===== src/rtl/fifo_burst_reader_pkg.sv =====
// Shared types and sizing helpers for the FIFO burst reader.
// Latency: n/a (types and elaboration-time functions only).
// Backpressure: n/a.
//
// Contents:
//   state_t          - burst FSM encoding (IDLE, BURST)
//   burst_cnt_width  - width of the beats_left / pops_left counters
package fifo_burst_reader_pkg;

  typedef enum logic [0:0] {
    IDLE  = 1'b0,
    BURST = 1'b1
  } state_t;

  // The counters hold at most one full burst. A burst can never be longer
  // than the FIFO depth, so the smaller of the two bounds the count.
  function automatic int burst_cnt_width(input int burst_len, input int words_amount);
    int max_beats;
    max_beats = (burst_len < words_amount) ? burst_len : words_amount;
    if (max_beats < 1) begin
      max_beats = 1;
    end
    return $clog2(max_beats + 1);
  endfunction

endpackage


===== src/rtl/fifo_burst_reader_skid_buffer.sv =====
// Two-entry valid/ready register slice between the FIFO pop and the stream.
// Latency: 1 cycle from an accepted input to out_valid.
// Backpressure: in_ready comes from registered occupancy only (never from out_ready).
//
// Ports:
//   clk_i, rst_n_i        clock, asynchronous active-low reset
//   in_valid/in_ready     upstream handshake, in_data [WIDTH-1:0]
//   out_valid/out_ready   downstream handshake, out_data [WIDTH-1:0]
module skid_buffer
  import fifo_burst_reader_pkg::*;
#(
  parameter int WIDTH = 9
) (
  input  logic             clk_i,
  input  logic             rst_n_i,
  input  logic             in_valid,
  output logic             in_ready,
  input  logic [WIDTH-1:0] in_data,
  output logic             out_valid,
  input  logic             out_ready,
  output logic [WIDTH-1:0] out_data
);

  // head_q is what the consumer sees; tail_q only fills when the consumer
  // stalls while a word is already being accepted.
  logic [WIDTH-1:0] head_q;
  logic [WIDTH-1:0] tail_q;
  logic [1:0]       count_q;
  logic             push;
  logic             pop;

  // A single occupied entry still leaves a free slot, so a continuous stream
  // runs at one word per cycle with count_q parked at 1.
  assign in_ready  = (count_q != 2'd2);
  assign out_valid = (count_q != 2'd0);
  assign out_data  = head_q;

  assign push = in_valid && in_ready;
  assign pop  = out_valid && out_ready;

  always_ff @(posedge clk_i or negedge rst_n_i) begin
    if (!rst_n_i) begin
      head_q  <= '0;
      tail_q  <= '0;
      count_q <= 2'd0;
    end else begin
      case (count_q)
        2'd0: begin
          if (push) begin
            head_q  <= in_data;
            count_q <= 2'd1;
          end
        end
        2'd1: begin
          if (push && pop) begin
            head_q <= in_data;
          end else if (push) begin
            tail_q  <= in_data;
            count_q <= 2'd2;
          end else if (pop) begin
            count_q <= 2'd0;
          end
        end
        default: begin
          // Full: no push is possible, only drain into head.
          if (pop) begin
            head_q  <= tail_q;
            count_q <= 2'd1;
          end
        end
      endcase
    end
  end

endmodule


===== src/rtl/fifo_burst_reader.sv =====
// Drains a show-ahead FIFO in BURST_LEN-word bursts onto a valid/ready stream, marking the last word.
// Latency: 1 cycle from FIFO word (popped) to m_valid_o; 1 word/cycle sustained with m_ready_i=1.
// Backpressure: m_ready_i low fills a 2-entry skid stage, then pops stop; fifo_rd_o never depends on m_ready_i.
//
// Build option FIFO_BURST_READER_FLUSH_EN: when defined, a partial burst that has waited
// TIMEOUT idle cycles is emitted as a short burst and flush_o pulses; when undefined a
// partial remainder waits indefinitely, flush_o is 0 and TIMEOUT has no effect.
//
// Ports:
//   clk_i, rst_n_i                                   FIFO read clock, async active-low reset
//   fifo_data_i, fifo_empty_i, fifo_used_words_i     FIFO show-ahead read side
//   fifo_rd_o                                        FIFO pop strobe
//   m_data_o, m_valid_o, m_ready_i, m_last_o         output stream
//   flush_o                                          pulse at the start of a timeout burst
module fifo_burst_reader
  import fifo_burst_reader_pkg::*;
#(
  parameter int DATA_WIDTH   = 8,
  parameter int WORDS_AMOUNT = 8,
  parameter int ADDR_WIDTH   = $clog2(WORDS_AMOUNT),
  parameter int BURST_LEN    = 4,
  parameter int TIMEOUT      = 16
) (
  input  logic                  clk_i,
  input  logic                  rst_n_i,
  input  logic [DATA_WIDTH-1:0] fifo_data_i,
  input  logic                  fifo_empty_i,
  input  logic [ADDR_WIDTH:0]   fifo_used_words_i,
  output logic                  fifo_rd_o,
  output logic [DATA_WIDTH-1:0] m_data_o,
  output logic                  m_valid_o,
  input  logic                  m_ready_i,
  output logic                  m_last_o,
  output logic                  flush_o
);

  localparam int CW  = burst_cnt_width(BURST_LEN, WORDS_AMOUNT);
  localparam int AVW = ADDR_WIDTH + 2;

  localparam logic [AVW-1:0] BURST_LEN_AV = AVW'(BURST_LEN);
  localparam logic [CW-1:0]  BURST_LEN_CW = CW'(BURST_LEN);
  localparam logic [CW-1:0]  CNT_ONE      = CW'(1);

  // Out-of-range configurations elaborate this empty marker block so they
  // are easy to spot in the elaborated hierarchy.
  if (BURST_LEN < 1 || BURST_LEN > WORDS_AMOUNT || TIMEOUT < 1) begin : g_bad_params
  end

  state_t          state_q;
  state_t          state_d;
  logic [CW-1:0]   beats_left_q;
  logic [CW-1:0]   beats_left_d;
  logic [CW-1:0]   pops_left_q;
  logic [CW-1:0]   pops_left_d;

  logic [AVW-1:0]  avail;
  logic            avail_zero;
  logic            avail_full;
  logic            timeout_hit;

  logic            pop;
  logic            xfer;
  logic            skid_in_ready;
  logic            skid_out_valid;
  logic [DATA_WIDTH:0] skid_in_data;
  logic [DATA_WIDTH:0] skid_out_data;

  // used_words excludes the word already presented at the FIFO output, so
  // !empty adds that one back. The extra MSB keeps a full FIFO from wrapping.
  assign avail      = {1'b0, fifo_used_words_i} + {{(AVW-1){1'b0}}, ~fifo_empty_i};
  assign avail_zero = (avail == '0);
  assign avail_full = (avail >= BURST_LEN_AV);

  // Pops are gated on registered skid occupancy only. The empty check lets a
  // burst pause and resume if the FIFO ever runs dry mid-burst.
  assign pop  = (state_q == BURST) && !fifo_empty_i && (pops_left_q != '0) && skid_in_ready;
  assign xfer = skid_out_valid && m_ready_i;

  // The last flag travels with its data word through the skid stage.
  assign skid_in_data = {(pops_left_q == CNT_ONE), fifo_data_i};

  skid_buffer #(
    .WIDTH (DATA_WIDTH + 1)
  ) u_skid (
    .clk_i     (clk_i),
    .rst_n_i   (rst_n_i),
    .in_valid  (pop),
    .in_ready  (skid_in_ready),
    .in_data   (skid_in_data),
    .out_valid (skid_out_valid),
    .out_ready (m_ready_i),
    .out_data  (skid_out_data)
  );

  assign fifo_rd_o = pop;
  assign m_valid_o = skid_out_valid;
  assign m_data_o  = skid_out_data[DATA_WIDTH-1:0];
  // Gate with valid so a drained slice never shows a stale last flag.
  assign m_last_o  = skid_out_valid && skid_out_data[DATA_WIDTH];

`ifdef FIFO_BURST_READER_FLUSH_EN
  localparam int IW = (TIMEOUT > 1) ? $clog2(TIMEOUT) : 1;
  localparam logic [IW-1:0] IDLE_MAX = IW'(TIMEOUT - 1);

  logic [IW-1:0] idle_cnt_q;
  logic          flush_q;

  // Only a partial burst (some data, less than BURST_LEN) ages.
  assign timeout_hit = (state_q == IDLE) && !avail_zero && !avail_full &&
                       (idle_cnt_q == IDLE_MAX);

  always_ff @(posedge clk_i or negedge rst_n_i) begin
    if (!rst_n_i) begin
      idle_cnt_q <= '0;
    end else if ((state_q != IDLE) || avail_zero || avail_full || timeout_hit) begin
      idle_cnt_q <= '0;
    end else if (idle_cnt_q != IDLE_MAX) begin
      idle_cnt_q <= idle_cnt_q + 1'b1;
    end
  end

  // Registered, so the pulse lines up with the first BURST cycle of the
  // short burst.
  always_ff @(posedge clk_i or negedge rst_n_i) begin
    if (!rst_n_i) begin
      flush_q <= 1'b0;
    end else begin
      flush_q <= timeout_hit;
    end
  end

  assign flush_o = flush_q;
`else
  assign timeout_hit = 1'b0;
  assign flush_o     = 1'b0;
`endif

  always_ff @(posedge clk_i or negedge rst_n_i) begin
    if (!rst_n_i) begin
      state_q      <= IDLE;
      beats_left_q <= '0;
      pops_left_q  <= '0;
    end else begin
      state_q      <= state_d;
      beats_left_q <= beats_left_d;
      pops_left_q  <= pops_left_d;
    end
  end

  // beats_left counts stream transfers still owed; pops_left counts FIFO
  // reads still owed. They start equal and pops_left runs ahead by up to
  // the skid depth.
  always_comb begin
    state_d      = state_q;
    beats_left_d = beats_left_q;
    pops_left_d  = pops_left_q;
    case (state_q)
      IDLE: begin
        if (avail_full) begin
          state_d      = BURST;
          beats_left_d = BURST_LEN_CW;
          pops_left_d  = BURST_LEN_CW;
        end else if (timeout_hit) begin
          // avail < BURST_LEN here, so the truncation is lossless.
          state_d      = BURST;
          beats_left_d = CW'(avail);
          pops_left_d  = CW'(avail);
        end
      end
      BURST: begin
        if (pop) begin
          pops_left_d = pops_left_q - 1'b1;
        end
        if (xfer) begin
          beats_left_d = beats_left_q - 1'b1;
          // The beat carrying the last flag is the one leaving with
          // beats_left at 1; the next IDLE cycle re-evaluates avail.
          if (beats_left_q == CNT_ONE) begin
            state_d = IDLE;
          end
        end
      end
      default: begin
        state_d = IDLE;
      end
    endcase
  end

endmodule

===== config.mk =====
export PLATFORM = sky130hd
export DESIGN_NAME = fifo_burst_reader
export DESIGN_NICKNAME = d
export VERILOG_FILES = /design/src/rtl/fifo_burst_reader_pkg.sv /design/src/rtl/fifo_burst_reader_skid_buffer.sv /design/src/rtl/fifo_burst_reader.sv
export SDC_FILE = /design/constraint.sdc
export NUM_CORES = 1
export LEC_CHECK = 0
export CAP_MARGIN = 5
export CORE_MARGIN = 3
export CORE_UTILIZATION = 50
export DETAILED_ROUTE_END_ITERATION = 12
export DONT_BUFFER_PORTS = 1
export GPL_TIMING_DRIVEN = 0
export HOLD_SLACK_MARGIN = 0.12
export PLACE_DENSITY_LB_ADDON = 0.2
export SLEW_MARGIN = 20
export SYNTH_ARGS = -nofsm -noshare
export SYNTH_HDL_FRONTEND = slang
export SYNTH_SLANG_ARGS = --single-unit
export TNS_END_PERCENT = 20

===== constraint.sdc =====
create_clock -name clk_i -period 2.2 [get_ports clk_i]
set_input_delay 0 -clock clk_i [delete_from_list [all_inputs] [get_ports clk_i]]
set_output_delay 0 -clock clk_i [all_outputs]
set_load 0.1 [all_outputs]

* Word level (Yosys, flattened, before mapping) *
Index checks and enable logic that the tools add are counted.

storage, ports and cells
  register bits after elaboration = 27
  input port bits = 16
  output and inout port bits = 12
  word-level logic and storage cells = 60

cells by class
  add/sub/neg operators = 3
  magnitude comparators = 1
  equal/unequal tests = 11
  mux-type cells = 19
  bitwise gates (word level) = 3
  reduce and logical (&&, ||, !) cells = 17

operator list
  cell                                                    number
  2-to-1 mux 9 bit                                        3
  case mux 9 bit (2 select lines)                         1
  case mux 3 bit (2 select lines)                         2
  2-to-1 mux 2 bit                                        5
  2-to-1 mux 3 bit                                        3
  inequality test 2 x 1 -> 1 bit (second input constant)  4
  logical AND 1 bit                                       7
  == test 3 x 1 -> 1 bit (second input constant)          2
  inequality test 2 bit (second input constant)           3
  AND reduction 3 bit                                     2
  nonzero test 3 bit                                      2
  subtractor 3 x 1 -> 3 bit (second input constant)       2
  adder 4 x 1 -> 5 bit                                    1
  >= comparator 5 x 3 -> 1 bit (second input constant)    1
  case mux 2 bit (2 select lines)                         1
  AND reduction 2 bit                                     2
  AND reduction 4 bit                                     1
  2-to-1 mux 1 bit                                        3
  inequality test 3 x 1 -> 1 bit (second input constant)  1
  inverter 1 bit                                          3
  == test 2 x 1 -> 1 bit (second input constant)          1
  zero test 2 bit                                         1
  case mux 1 bit (2 select lines)                         1
  nonzero test 2 bit                                      1
  zero test 1 bit                                         1

* Depth between registers and ports, before layout *
Gate-level depths: netlist (run 1).

  depth in word-level cells = 8
  mapped depth = 8
  mapped depth without buffers = 7

* Cells and area by module *
Synthesis (run 1) repeated with hierarchy kept, for this count alone.

unflattened totals
  cell total of the unflattened synthesis = 114
  area, all modules = 1445.1 µm²

modules (own cells, without submodules)
  module             instances  cells an instance  area each (µm²)  seq. area each (µm²)
  skid_buffer        1          60                 913.4            500.5
  fifo_burst_reader  1          54                 531.8            175.2

* Worst setup path before layout (run 1) *
OpenSTA, ideal clock, no wires.

  path kind = reg-to-reg
  start = register pops_left_q[0]
  end = register u_skid.count_q[1]
  library setup time = 73 ps
  arrival = 1890 ps
  required time = 2127 ps
  path slack = 236 ps
  stages on the path, launching flop included = 9
  path buffers = 1
  period minus slack after synthesis = 1964 ps
  path through = dfrtp_1 > inv_1 > ha_1 > nand2b_1 > nand3_4 > buf_2 > inv_1 > a21oi_1 > nor2_1

between the ends
  word-level cells in the longest chain between the ends = 7
  elaborated cells on any way between the ends = 12
  classes of those cells = eq/ne (3); mux (3); reduce/logical (6)

ends and longest elaborated chain
  item                                                                    line                                                                      text
  start: declaration                                                      fifo_burst_reader.sv:53                                                   logic [CW-1:0] pops_left_q;
  start signal: assignment                                                fifo_burst_reader.sv:146                                                  pops_left_q <= pops_left_d;
  nonzero test 3 bit *                                                    fifo_burst_reader.sv:76                                                   assign pop = (state_q == BURST) && !fifo_empty_i && (pops_left_q != '0) && skid_in_ready;
  logical AND 1 bit * (2 in a row)                                        fifo_burst_reader.sv:76
  via fifo_rd_o                                                           fifo_burst_reader.sv:29                                                   output logic fifo_rd_o,
  logical AND 1 bit *                                                     fifo_burst_reader_skid_buffer.sv:38                                       assign push = in_valid && in_ready;
  2-to-1 mux 2 bit or logical AND 1 bit (tied branches)                   fifo_burst_reader_skid_buffer.sv:57, fifo_burst_reader_skid_buffer.sv:55
  2-to-1 mux 2 bit or inequality test 2 bit (tied branches)               n/a
  case mux 2 bit (2 select lines) or AND reduction 4 bit (tied branches)  n/a
  end signal: assignment                                                  fifo_burst_reader_skid_buffer.sv:51                                       count_q <= 2'd1;
  end signal: assignment                                                  fifo_burst_reader_skid_buffer.sv:59                                       count_q <= 2'd2;
  end signal: assignment                                                  fifo_burst_reader_skid_buffer.sv:61                                       count_q <= 2'd0;
  end: declaration                                                        fifo_burst_reader_skid_buffer.sv:28                                       logic [1:0] count_q;

Mark *: on every way through the listed nets, which the timed path passes. The rest lies on a longest branch. The select of a mux whose other input is x is not followed.
A chain may end at the register's enable or synchronous reset.

* Worst setup path in the final report (run 1) *
  start = register pops_left_q[0]
  end = register u_skid.tail_q[8]

between the ends
  word-level cells in the longest chain between the ends = 7
  elaborated cells on any way between the ends = 8
  classes of those cells = eq/ne (1); bitwise (1); reduce/logical (6)

ends and longest elaborated chain
  item                            line                                 text
  nonzero test 3 bit              fifo_burst_reader.sv:76
  logical AND 1 bit (2 in a row)  fifo_burst_reader.sv:76
  logical AND 1 bit               fifo_burst_reader_skid_buffer.sv:38
  logical AND 1 bit               fifo_burst_reader_skid_buffer.sv:55  if (push && pop) begin
  inverter 1 bit (no line)        n/a
  AND reduction 3 bit (no line)   n/a
  end signal: assignment          fifo_burst_reader_skid_buffer.sv:58  tail_q <= in_data;
  end: declaration                fifo_burst_reader_skid_buffer.sv:27  logic [WIDTH-1:0] tail_q;

Parallel ways exist; a longest one is shown, timed or not.

==> reports/results.txt, run 1 <==
The flow ran to the end, and the final reports show no timing, DRC or antenna violations. The number of different library cells used by synthesis comes to 31. The worst hold path cell count is 3. TritonCTS built the clock tree.

The post-CTS clock slew at the launch and capture registers of the worst setup and hold paths was 0.14 ns; the number of synthesized flops with an enable pin was 0. After synthesis, flip-flops and latches occupy 42.3% of the total area. The half-perimeter wire length after placement was 2310 um; the average footprint of a synthesized cell was 9.79 um2. The normalized max-slew margin is 64.7%.

The deepest level of the CTS H-tree is 1. The total of buffers placed on input and output ports works out to 0. Setup repair after global routing left no endpoint under its margin. In the finished design, the share of the clock period the worst path needs comes to 93.7%. The actual slew at the worst max-slew pin was 0.529 ns; the number of max-cap violations was 0. The kind of start point of the critical path is a flip-flop.

The slack of the worst reg-to-reg path was 0.14 ns; the average detailed-routed wire length per instance was 15.3 um. The synthesized netlist occupies a cell area of 1600 um2. In this run the worst path has a maximum fanout of 15. Counting the buffers created by CTS gives 3. After synthesis, the share of cell area in mux cells is 12.6%.

Worst setup path category: flip-flop to flip-flop. After synthesis, the most frequently instantiated cells are sky130_fd_sc_hd__dfrtp_1, sky130_fd_sc_hd__nand2_1, sky130_fd_sc_hd__o21ai_0, sky130_fd_sc_hd__nor2_1, sky130_fd_sc_hd__mux2i_1. The cell accounting for the most synthesized area was sky130_fd_sc_hd__dfrtp_1.

In the routed design, unresolved DRC markers number 0. At the end of the flow, the number of nets in the layout was 203. Share of cells above drive strength 1: 19.6%. Data on the critical path is required at its endpoint by 2.43 ns. For the remaining antenna violation count, the log shows 0.

The largest single stage delay on the critical path is 0.49 ns. The die is 62.5 um wide. STA classifies the critical path endpoint as a flip-flop. For this design, the sink count on the clock tree is 27. Counting the fill cells in the layout gives 266. The routed wire length on met2 was 1710 um. The most used flip-flop cell after synthesis is sky130_fd_sc_hd__dfrtp_1.

After floorplanning, the core was divided into 19 placement rows. The tools report the initial antenna violation count as 0. Reg-to-reg startpoint: pops_left_q[0]. The first TritonRoute pass finished after 4 iterations.

For this design, the slowest cell found on the critical path is sky130_fd_sc_hd__nor3_4. For the post-layout instance area, the log shows 1830 um2. The maximum count of clock buffers along a single path was 2; the number of flip-flops and latches in the synthesized netlist was 27. The floorplan step defined a core boundary enclosing 2900 um2.

The endpoint of the lowest-slack register-to-register path is u_skid.tail_q[8]. Ranked by total cell area, the synthesized netlist is headed by sky130_fd_sc_hd__dfrtp_1, sky130_fd_sc_hd__mux2_2, sky130_fd_sc_hd__mux2i_1. The critical path goes through inv_1 > ha_1 > nand2b_1 > nand3_4 > nor3_4 > mux2_2. The ratio of routed vias to standard cells was 5.52; the upper clock frequency limit was 0.485 GHz. For the worst-skew pair, the clock arrives at the later sink with an insertion delay of 0.32 ns. The share of synthesized cell area in full adder, half adder and majority cells came out at 5.49%.

After synthesis, the largest family of logic cells by area is simple AND/OR/NAND/NOR gates. The worst path in the final design needs a cycle of 2.06 ns, including I/O delays and setup. The area fraction in and, or, nand and nor cells after synthesis is 18.9%. The setup fix buffers added after clock tree synthesis is 0, and the data arrival time of the critical path is 2.29 ns. The run gives 65 as the DRC marker count from the first detailed-route iteration. For hold timing, the worst endpoint is pops_left_q[2]. The post-placement cell area came out at 1650 um2.

The total number of yosys warnings is 0, and the routed metal-1 wirelength is 1530 um. The path class of the tightest hold or removal check is primary input to flip-flop. The total routing resource utilization after global routing is 19.2%, and the accumulated negative setup slack is 0 ns.

The run gives 163 as the gate count of the mapped netlist. Entering global routing, the biggest net connects 28 pins. Among all cell types in the netlist, the one instantiated most often is sky130_fd_sc_hd__dfrtp_1.

The die covers 3910 um2. Counting cells, the worst reg-to-reg path comes to 6. The detailed-route wire length is 3390 um. The largest clock skew in the final design is 0.00316 ns, and the wire length of the first global-routing pass is 6110 um. The kind of cell with the highest combined delay along the critical path is simple AND/OR/NAND/NOR gates. The run gives 186 as the net count after synthesis. The tools report the buffer cell driving the clock tree root as sky130_fd_sc_hd__clkbuf_4.

The synthesized design devotes to its leading area cell type 42.3% of total area. The tools report the total via count after detailed routing as 1220. After Yosys synthesis, XOR and XNOR cells account for 1.10% of the synthesized area. At the end of the flow the core is filled with cells to 63.2%. The startpoint identified for the worst hold timing path is fifo_used_words_i[1].

Measured along the y axis, the die boundary spans 62.5 um. The number of antenna cells inserted is 0. In the detailed route, the total length drawn on met3 is 114 um.

After synthesis, the share of flip-flops with an asynchronous set or reset is 100%. Top layer used by detailed routing: met4. The number of hold-slack violations in the final timing report is 0, and the number of buffers and inverters on the critical path is 1.

The tools report the initial core utilization as 55.0%. Summing the areas of all compound-gate instances in the mapped netlist gives 11.0% of the synthesized area. The number of slew-limit violations in the final report was 0. The logs give 28 for the number of primary I/O pins and 0 for the total congestion overflow.

The tools report the global placement routability congestion as 0.762. The signed area change from the synthesized netlist to the final layout is 14.7%, and the setup violation total in the final timing report is 0. The number of global-route vias before repair is 1324.
## sequential cells by signal, indices dropped and copies added (netlist names)
name and cells:
u_skid.tail_q 9, u_skid.out_data 9, state_q 1, u_skid.count_q 2, beats_left_q 3, pops_left_q 3
## cell type report
type | instances | area [um2] | share of cell area (%)
multi-input combinational | 111 | 795 | 43.4
inverter | 6 | 26.3 | 1.43
sequential | 27 | 676 | 36.9
buffer | 18 | 106 | 5.81
timing repair buffer | 13 | 150 | 8.20
tap | 42 | 52.6 | 2.87
clock buffer | 4 | 26.3 | 1.43
## per-layer routing
layer  GRT usage (%)  vias to the layer above
met1            24.9                      592
met4            7.44                        0
li1                -                      594
met5               0                        -
met2            32.0                       30
met3            2.88                        4
## placed cells by master (no fill, tap or decap), drive strengths merged, types with 2 or more instances in the layout
master,instances
nand3,7
nor4,9
inv,5
nand2,13
clkbuf,7
nand2b,4
dfrtp,27
nand4,2
nor2,11
buf,17
ha,7
o21ai,13
nor2b,3
o32a,2
dlygate4sd3,11
mux2,9
xor2,2
mux2i,10
nor3,2
a211oi,9
and2,2
## worst max-delay path by stage
stage,start,end,slack (ns),cells past startpoint
global placement,pops_left_q[0],u_skid.count_q[1],0.09,8
global route,pops_left_q[0],u_skid.tail_q[1],0.009,6
detailed placement,pops_left_q[0],u_skid.count_q[1],0.04,8
finish,pops_left_q[0],u_skid.tail_q[8],0.14,6
floorplan,pops_left_q[0],u_skid.count_q[1],0.24,8
CTS,pops_left_q[0],u_skid.count_q[1],0.007,8
## cell families after synthesis
logic type	Yosys count
AND/OR/NAND/NOR	55
AO/OA/AOI/OAI	27
flip-flops	27
buffers and inverters	25
multiplexers	19
adder cells (fa/ha/maj)	7
XOR/XNOR	2
other	1
## what timing repair did
item,in CTS,in global routing
hold buffers,13,0
endpoints found under the setup margin,1,3
gates resized for setup,1,3
cloned,0,0
endpoints found under the hold margin,44,0
pin swaps,0,0
## worst reg2reg max path: cells and delay by family (launching register included)
family,cells,cell delay (ns)
fa+ha+maj,1,0.20
buf+inv,1,0.08
flops,1,0.42
mux,1,0.40
simple gates,3,0.87
## through the flow
step / setup slack, ns / hold slack, ns / instances
finish: 0.140 / 0.152 / 221
detailed placement: 0.0392 / -0.295 / 205
global placement: 0.0871 / -0.295 / 205
floorplan: 0.236 / -0.296 / 163
CTS: 0.00704 / 0.145 / 222
global route: 0.00879 / 0.156 / 221
Power of run 1 is not shown: default switching activity piles up to over one toggle a cycle in this logic, so the estimate is an artifact.
==> inputs of run 2 (changes only) <==
--- a/config.mk
+++ b/config.mk
@@ -16,5 +16,6 @@
 export SLEW_MARGIN = 20
 export SYNTH_ARGS = -nofsm -noshare
 export SYNTH_HDL_FRONTEND = slang
+export SYNTH_HIERARCHICAL = 1
 export SYNTH_SLANG_ARGS = --single-unit
 export TNS_END_PERCENT = 20
==> constraint.sdc (replaced) <==
create_clock -name clk_i -period 1.65 [get_ports clk_i]
set_input_delay 0 -clock clk_i [delete_from_list [all_inputs] [get_ports clk_i]]
set_output_delay 0 -clock clk_i [all_outputs]
set_load 0.1 [all_outputs]
==> run 2 against run 1 <==
  * First-iteration DRC count down 74%
  * Final cell count down 19%
  * Clock skew up 0.0048 ns
  * Area after synthesis down 9.5%
  * Synthesized cell count down 30%
  * The run now ends with hold timing, setup timing left
  * Worst setup slack worse by 0.46 ns
  * Sequential share of layout area down 1.9 points
  * Utilization up 11 points
  * Largest cell class unchanged
  * Critical path depth up 4
  * Highest routed layer unchanged
  * Routed wire length down 16%
==> reports/results.txt, run 2 <==
Sequential-to-total area share from yosys stat: 46.8% (was 42.3%). The number of clock sinks seen by CTS is 27 (unchanged). The logs give 17.7% (was 19.2%) for the total routing resource utilization after global routing and 0.00799 ns (was 0.00316 ns) for the largest clock skew in the final design. The kind of start point of the critical path is a flip-flop (unchanged).

The tools report the end point of the worst hold path as u_skid/count_q[1] (was pops_left_q[2]). The number of global-route vias before repair was 1058 (was 1324). The average detailed-routed wire length per instance came out at 15.9 um (was 15.3 um). The checks that failed: hold timing, setup timing. For the core area, the log shows 2610 um2 (was 2900 um2). The tools report the buffer cell driving the clock tree root as sky130_fd_sc_hd__clkbuf_4 (unchanged). Most frequent cells in the layout: sky130_fd_sc_hd__dfrtp_1, sky130_fd_sc_hd__mux2_2, sky130_fd_sc_hd__buf_4, sky130_fd_sc_hd__dlygate4sd3_1, sky130_fd_sc_hd__mux2_4 (was sky130_fd_sc_hd__dfrtp_1, sky130_fd_sc_hd__nand2_1, sky130_fd_sc_hd__o21ai_0, sky130_fd_sc_hd__nor2_1, sky130_fd_sc_hd__dlygate4sd3_1). The number of buffers and inverters on the critical path was 4 (was 1). The detailed-route wire length is 2840 um (was 3390 um), and the number of different library cells in the post-synthesis netlist is 34 (was 31). The upper clock frequency limit came out at 0.507 GHz (was 0.485 GHz). The gate count of the mapped netlist was 114 (was 163). The most used flip-flop cell after synthesis was sky130_fd_sc_hd__dfrtp_1 (unchanged). X dimension of the die: 59.8 um (was 62.5 um). For the final-layout fill cell count, the log shows 167 (was 266). The run gives 0 (unchanged) as the number of remaining DRC errors. The maximum count of clock buffers along a single path is 2 (unchanged). The total of buffers placed on input and output ports was 0 (unchanged).

Critical hold path startpoint: m_ready_i (was fifo_used_words_i[1]). For the half-perimeter wire length after placement, the log shows 1860 um (was 2310 um). By instance count, the cell type seen most on the critical path is sky130_fd_sc_hd__nand2b_4. The height of the die works out to 59.8 um (was 62.5 um). Share of synthesized registers carrying an async set or reset: 100% (unchanged). The worst setup slack after layout is -0.324 ns (was 0.140 ns). Worst setup path category: flip-flop to flip-flop (unchanged).

The worst hold slack is -0.281 ns (was 0.152 ns). The deepest level of the CTS H-tree was 1 (unchanged). Largest cells by area after synthesis: sky130_fd_sc_hd__dfrtp_1, sky130_fd_sc_hd__mux2_2, sky130_fd_sc_hd__ha_1 (was sky130_fd_sc_hd__dfrtp_1, sky130_fd_sc_hd__mux2_2, sky130_fd_sc_hd__mux2i_1). The area of the die was 3570 um2 (was 3910 um2); the initial antenna violation count was 0 (unchanged). The final-stage net count is 173 (was 203), and the number of synthesized flops with an enable pin is 0 (unchanged). The run gives 55.3% (was 55.0%) as the initial core utilization. The run finished, with violations left. The sort of element at the end of the critical path is a flip-flop (unchanged). The post-cts hold buffer count is 15 (was 13). Cell accounting for the most synthesized area: sky130_fd_sc_hd__dfrtp_1 (unchanged). Most instantiated library cell after synthesis: sky130_fd_sc_hd__mux2_2 (was sky130_fd_sc_hd__dfrtp_1). The cell count of the worst reg-to-reg path is 10 (was 6). The run gives 18 (was 19) as the number of placement rows.

The tools report the endpoint of the lowest-slack register-to-register path as u_skid/tail_q[4] (was u_skid.tail_q[8]). The number of primary I/O pins was 28 (unchanged); the maximum cell stage delay along the critical path was 0.40 ns (was 0.49 ns). The tools report the total number of yosys warnings as 6 (was 0). Total congestion overflow: 0 (unchanged). The number of buffers added by the clock tree synthesis step was 3 (unchanged). Reg-to-reg startpoint: u_skid/count_q[1] (was pops_left_q[0]). The number of hold-slack violations in the final timing report was 4 (was 0). The ratio of routed vias to standard cells was 5.56 (was 5.52). Setup repair after global routing could not meet its margin everywhere.

Leading cell types by count after synthesis: sky130_fd_sc_hd__mux2_2, sky130_fd_sc_hd__dfrtp_1, sky130_fd_sc_hd__ha_1, sky130_fd_sc_hd__inv_1, sky130_fd_sc_hd__nand2_1 (was sky130_fd_sc_hd__dfrtp_1, sky130_fd_sc_hd__nand2_1, sky130_fd_sc_hd__o21ai_0, sky130_fd_sc_hd__nor2_1, sky130_fd_sc_hd__mux2i_1). The number of slew-limit violations in the final report is 0 (unchanged), and the top-area cell type share of the netlist area is 46.8% (was 42.3%). Cell at the slowest stage of the critical path: sky130_fd_sc_hd__dfrtp_1 (was sky130_fd_sc_hd__nor3_4). Final worst-path cycle share: 120% (was 93.7%).

The area used by multi-input combinational logic is 816 um2 (was 795 um2), and the remaining antenna violation count is 0 (unchanged). Type of the worst min-delay path: primary input to flip-flop (unchanged). The share of cells above drive strength 1 is 49.0% (was 19.6%), and the average footprint of a synthesized cell is 12.7 um2 (was 9.79 um2). The tools report the number of iterations in the first detailed-routing pass as 4 (unchanged). The number of flip-flops and latches in the synthesized netlist is 27 (unchanged), and the signed area change from the synthesized netlist to the final layout is 33.9% (was 14.7%).

The clock latency reported for the late side of the worst-skew pair came out at 0.32 ns (about the same). TritonCTS built the clock tree. Worst hold path cell count: 1 (was 3). The biggest fanout along the worst timing path works out to 7 (was 15).

The DRC marker count from the first detailed-route iteration came out at 17 (was 65). CP cell instances: buf_6 > buf_8 > nand2b_4 > and3b_4 > nand2b_4 > inv_12 > nand2_8 > nor3_4 > buf_4 > mux2_4 (was inv_1 > ha_1 > nand2b_1 > nand3_4 > nor3_4 > mux2_2). The tools report the data arrival time of the critical path as 2.20 ns (was 2.29 ns).

The most common cell after layout, fill and taps aside was sky130_fd_sc_hd__dfrtp_1 (unchanged). The post-layout minimum cycle time came out at 1.97 ns (was 2.06 ns). The run gives 28 (unchanged) as the maximum number of pins on one net before global-route repair.

The family of cells with the greatest summed delay on the critical path is simple AND/OR/NAND/NOR gates (unchanged). The actual slew at the worst max-slew pin was 0.899 ns (was 0.529 ns). The logs give 995 (was 1220) for the total via count after detailed routing and 24 (was 0) for the setup violation total in the final timing report. Normalized max-slew margin: 40.1% (was 64.7%). The logs give 4730 um (was 6110 um) for the wire length of the first global-routing pass and 0 (unchanged) for the number of antenna cells inserted. The logs give 0 (unchanged) for the number of max-cap violations and 677 um2 (was 676 um2) for the flip-flop and latch area. Critical path required time: 1.87 ns (was 2.43 ns). The post-CTS clock slew at the launch and capture registers of the worst setup and hold paths is 0.14 ns (about the same). The logs give 137 (was 186) for the net count after synthesis and 1450 um2 (was 1600 um2) for the area of the mapped netlist. The global placement routability congestion was 0.676 (was 0.762). The slack of the worst reg-to-reg path was -0.32 ns (was 0.14 ns).
-- run 2: how the worst max path moves through the flow --
stage,start,cells past startpoint,endpoint
CTS,u_skid/count_q[1],10,u_skid/tail_q[7]
finish,u_skid/count_q[1],10,u_skid/tail_q[4]
detailed placement,u_skid/count_q[1],9,u_skid/tail_q[2]
global route,u_skid/count_q[1],10,u_skid/tail_q[7]
floorplan,u_skid/count_q[1],9,u_skid/tail_q[0]
global placement,u_skid/count_q[1],9,u_skid/tail_q[6]
-- run 2: final cells by class --
type	count	area share, %
clock buffer	3	1.16
buffer	3	1.75
tap	30	1.94
timing repair buffer	31	15.6
multi-input combinational	77	42.1
inverter	7	2.20
clock inverter	1	0.259
sequential	27	35.0
-- run 2: what timing repair did --
item | 4_1_cts | 5_1_grt
setup endpoints to repair | 24 | 24
gates cloned | 0 | 0
buffers inserted | 14 | 2
gates resized for setup | 14 | 6
hold endpoints to repair | 53 | 21
pin swaps | 4 | 1
-- run 2: layer usage --
layer | vias up | global-route usage, % | part of all wire (%)
met5 | - | 0 | 0
met4 | 0 | 2.85 | 1.2
met3 | 4 | 5.40 | 5.0
met2 | 20 | 31.6 | 50
met1 | 494 | 21.2 | 44
li1 | 477 | - | -
-- run 2: kinds of logic (layout without fill, tap and decap cells) --
| family | count (synthesis) | after routing | share of synthesized area, % |
|---|---|---|---|
| AO/OA/AOI/OAI | 14 | 14 | 8.14 |
| XOR/XNOR | 1 | 1 | 0.606 |
| adder cells (fa/ha/maj) | 7 | 7 | 6.06 |
| buffers and inverters | 10 | 45 | 3.90 |
| flip-flops | 27 | 27 | 46.8 |
| multiplexers | 29 | 29 | 22.6 |
| other | 1 | 1 | 0.259 |
| AND/OR/NAND/NOR | 25 | 25 | 11.7 |
-- run 2: per-stage QoR --
| stage | instances | TNS, ns | cell area (um2) | util, % | setup WS (ns) |
|---|---|---|---|---|---|
| 4_1_cts | 177 | -5.45 | 1890 | 72.5 | -0.291 |
| 3_3_place_gp | 144 | -11.39 | 1550 | 59.3 | -0.638 |
| 6_report | 179 | -5.91 | 1940 | 74.1 | -0.324 |
| 2_1_floorplan | 114 | -6.78 | 1510 | - | -0.442 |
| 3_5_place_dp | 144 | -11.87 | 1550 | 59.3 | -0.643 |
| 5_1_grt | 179 | -8.19 | 1940 | 74.1 | -0.433 |
Power of run 2 is left out for the same reason.
==> inputs of run 3 (changes only) <==
--- a/config.mk
+++ b/config.mk
@@ -10,9 +10,11 @@
 export CORE_UTILIZATION = 50
 export DETAILED_ROUTE_END_ITERATION = 12
 export DONT_BUFFER_PORTS = 1
+export GPL_ROUTABILITY_DRIVEN = 0
 export GPL_TIMING_DRIVEN = 0
 export HOLD_SLACK_MARGIN = 0.12
 export PLACE_DENSITY_LB_ADDON = 0.2
+export RECOVER_POWER = 25
 export SLEW_MARGIN = 20
 export SYNTH_ARGS = -nofsm -noshare
 export SYNTH_HDL_FRONTEND = slang
==> run 3 against run 2 <==
  * The flow still finishes with violations (hold timing, setup timing)
  * Critical path depth down 7
  * Utilization fell by 0.67 points
  * Design area down 0.91%
  * Via count decreased by 0.60%
  * Fmax is essentially flat
  * Worst hold slack gained 0.0032 ns
  * Sequential cell count unchanged
  * Critical path type is now flip-flop to primary output
  * Critical endpoint is now m_last_o
==> reports/results.txt, run 3 (synthesis results as in run 2) <==
The average detailed-routed wire length per instance came out at 15.9 um (about the same). The post-CTS clock slew at the launch and capture registers of the worst setup and hold paths was 0.14 ns (about the same). The final worst-path cycle share came out at 120% (about the same). The tools report the core area as 2610 um2 (unchanged). The data arrival time of the critical path was 1.97 ns (was 2.20 ns). Number of max-cap violations: 0 (unchanged).

Worst setup path category: flip-flop to primary output (was flip-flop to flip-flop). The remaining antenna violation count is 0 (unchanged). The run gives 18 (unchanged) as the number of placement rows. The share of cells above drive strength 1 was 47.7% (was 49.0%). Type of the worst min-delay path: primary input to flip-flop (unchanged). The area of the die is 3570 um2 (unchanged), and the deepest level of the CTS H-tree is 1 (unchanged). Kind of start point of the critical path: a flip-flop (unchanged). The final-layout fill cell count is 169 (was 167), and the number of global-route vias before repair is 1058 (unchanged). Failing checks: hold timing, setup timing (unchanged). For the normalized max-slew margin, the log shows 21.2% (was 40.1%).

The tools report the setup violation total in the final timing report as 24 (unchanged). The accumulated negative setup slack was -5.85 ns (was -5.91 ns); the post-layout minimum cycle time was 1.97 ns (about the same). The logs give 28 (unchanged) for the maximum number of pins on one net before global-route repair and 173 (unchanged) for the final-stage net count. The number of antenna cells inserted came out at 0 (unchanged).

The worst hold slack is -0.278 ns (was -0.281 ns). The number of hold-slack violations in the final timing report came out at 4 (unchanged). Most common cell after layout, fill and taps aside: sky130_fd_sc_hd__dfrtp_1 (unchanged). The half-perimeter wire length after placement is 1860 um (unchanged). CP cell instances: nor2_4 > clkinvlp_4 > and2_4 (was buf_6 > buf_8 > nand2b_4 > and3b_4 > nand2b_4 > inv_12 > nand2_8 > nor3_4 > buf_4 > mux2_4). The height of the die works out to 59.8 um (unchanged).

The cell at the slowest stage of the critical path was sky130_fd_sc_hd__dfrtp_2 (was sky130_fd_sc_hd__dfrtp_1). The ratio of routed vias to standard cells works out to 5.53 (was 5.56). The flow ran to the end, but the final reports show violations. For the initial antenna violation count, the log shows 0 (unchanged). The tools report the sort of element at the end of the critical path as a primary output (was a flip-flop).

Number of clock sinks seen by CTS: 27 (unchanged). The actual slew at the worst max-slew pin is 1.18 ns (was 0.899 ns), and the detailed-route wire length is 2850 um (was 2840 um). Number of iterations in the first detailed-routing pass: 4 (unchanged).

The worst setup slack after layout is -0.323 ns (was -0.324 ns). The buffer cell driving the clock tree root was sky130_fd_sc_hd__clkbuf_4 (unchanged). For the clock latency reported for the late side of the worst-skew pair, the log shows 0.32 ns (about the same). Most frequent cells in the layout: sky130_fd_sc_hd__dfrtp_1, sky130_fd_sc_hd__mux2_2, sky130_fd_sc_hd__buf_4, sky130_fd_sc_hd__dlygate4sd3_1, sky130_fd_sc_hd__mux2_4 (unchanged). For the largest clock skew in the final design, the log shows 0.00551 ns (was 0.00799 ns).

Setup repair after global routing could not meet its margin everywhere. The DRC marker count from the first detailed-route iteration came out at 20 (was 17). Maximum cell stage delay along the critical path: 0.51 ns (was 0.40 ns).

The upper clock frequency limit was 0.507 GHz (about the same); the total via count after detailed routing was 989 (was 995). For the initial core utilization, the log shows 55.3% (unchanged). For the total routing resource utilization after global routing, the log shows 17.7% (unchanged). The maximum count of clock buffers along a single path is 2 (unchanged), and the x dimension of the die is 59.8 um (unchanged).

Family of cells with the greatest summed delay on the critical path: simple AND/OR/NAND/NOR gates (unchanged). The area used by multi-input combinational logic was 816 um2 (unchanged). The wire length of the first global-routing pass is 4730 um (unchanged), and the number of buffers and inverters on the critical path is 1 (was 4). For the number of remaining DRC errors, the log shows 0 (unchanged).

The number of primary I/O pins was 28 (unchanged); the total of buffers placed on input and output ports was 0 (unchanged). The number of slew-limit violations in the final report is 0 (unchanged), and the biggest fanout along the worst timing path is 5 (was 7). Signed area change from the synthesized netlist to the final layout: 32.7% (was 33.9%). The critical path required time came out at 1.65 ns (was 1.87 ns). TritonCTS built the clock tree. The flip-flop and latch area came out at 677 um2 (unchanged).

The post-cts hold buffer count is 15 (unchanged), and the total congestion overflow is 0 (unchanged). The tools report the number of buffers added by the clock tree synthesis step as 3 (unchanged).
-- run 3: cell types whose count changed in the layout (fill, tap and decap cells not counted), sizes merged --
cell / previous run / this run
buf: 21 / 19
clkdlybuf4s15: 0 / 1
dlymetal6s4s: 0 / 1
-- run 3: per-stage QoR --
stage | cell area [um2] | instances | utilization (%) | worst slack [ns]
after floorplan | 1510 | 114 | - | -0.442
after global placement | 1550 | 144 | 59.3 | -0.638
after detailed placement | 1550 | 144 | 59.3 | -0.643
after CTS | 1890 | 177 | 72.5 | -0.291
after global routing | 1920 | 179 | 73.4 | -0.433
final | 1920 | 179 | 73.4 | -0.323
-- run 3: layout make-up --
| class | instances | share of cell area (%) |
|---|---|---|
| multi-input combinational | 77 | 42.5 |
| timing repair buffer | 31 | 14.8 |
| buffer | 3 | 1.76 |
| clock buffer | 3 | 1.17 |
| inverter | 7 | 2.22 |
| clock inverter | 1 | 0.261 |
| sequential | 27 | 35.3 |
| tap | 30 | 1.96 |
-- run 3: what timing repair did --
item / CTS / global route
hold endpoints to repair: 53 / 21
resized for setup: 14 / 6
setup endpoints to repair: 24 / 24
pin swaps: 4 / 1
setup buffers: 14 / 2
-- run 3: worst paths after layout --
path / cells past startpoint / slack, ns / start / to
hold / removal: 1 / -0.28 / m_ready_i / u_skid/count_q[1]
setup reg to reg: 10 / -0.32 / u_skid/count_q[1] / u_skid/tail_q[4]
max in group asynchronous: 3 / 0.13 / rst_n_i / u_skid/count_q[0]
min in group asynchronous: 3 / 0.75 / rst_n_i / u_skid/count_q[1]
setup / recovery: 3 / -0.32 / u_skid/count_q[0] / m_last_o
hold reg to reg: 1 / 0.53 / u_skid/tail_q[7] / u_skid/tail_q[7]
-- run 3: worst reg2reg max path: cells and delay by family, from the launching register on --
kind | cells | cell delay (ns)
buffers and inverters | 4 | 0.58
flip-flops | 1 | 0.40
multiplexers | 1 | 0.29
AND/OR/NAND/NOR | 5 | 0.61
-- run 3: per-layer routing --
layer / part of all wire [%] / wire length (um) / global-route usage, % / vias up
met5: 0 / 0 / 0 / -
met4: 1.2 / 33 / 2.85 / 0
met3: 5.0 / 141 / 5.40 / 4
met2: 50 / 1420 / 31.6 / 20
met1: 44 / 1250 / 21.2 / 488
li1: - / - / - / 477
Power of run 3 is left out for the same reason.
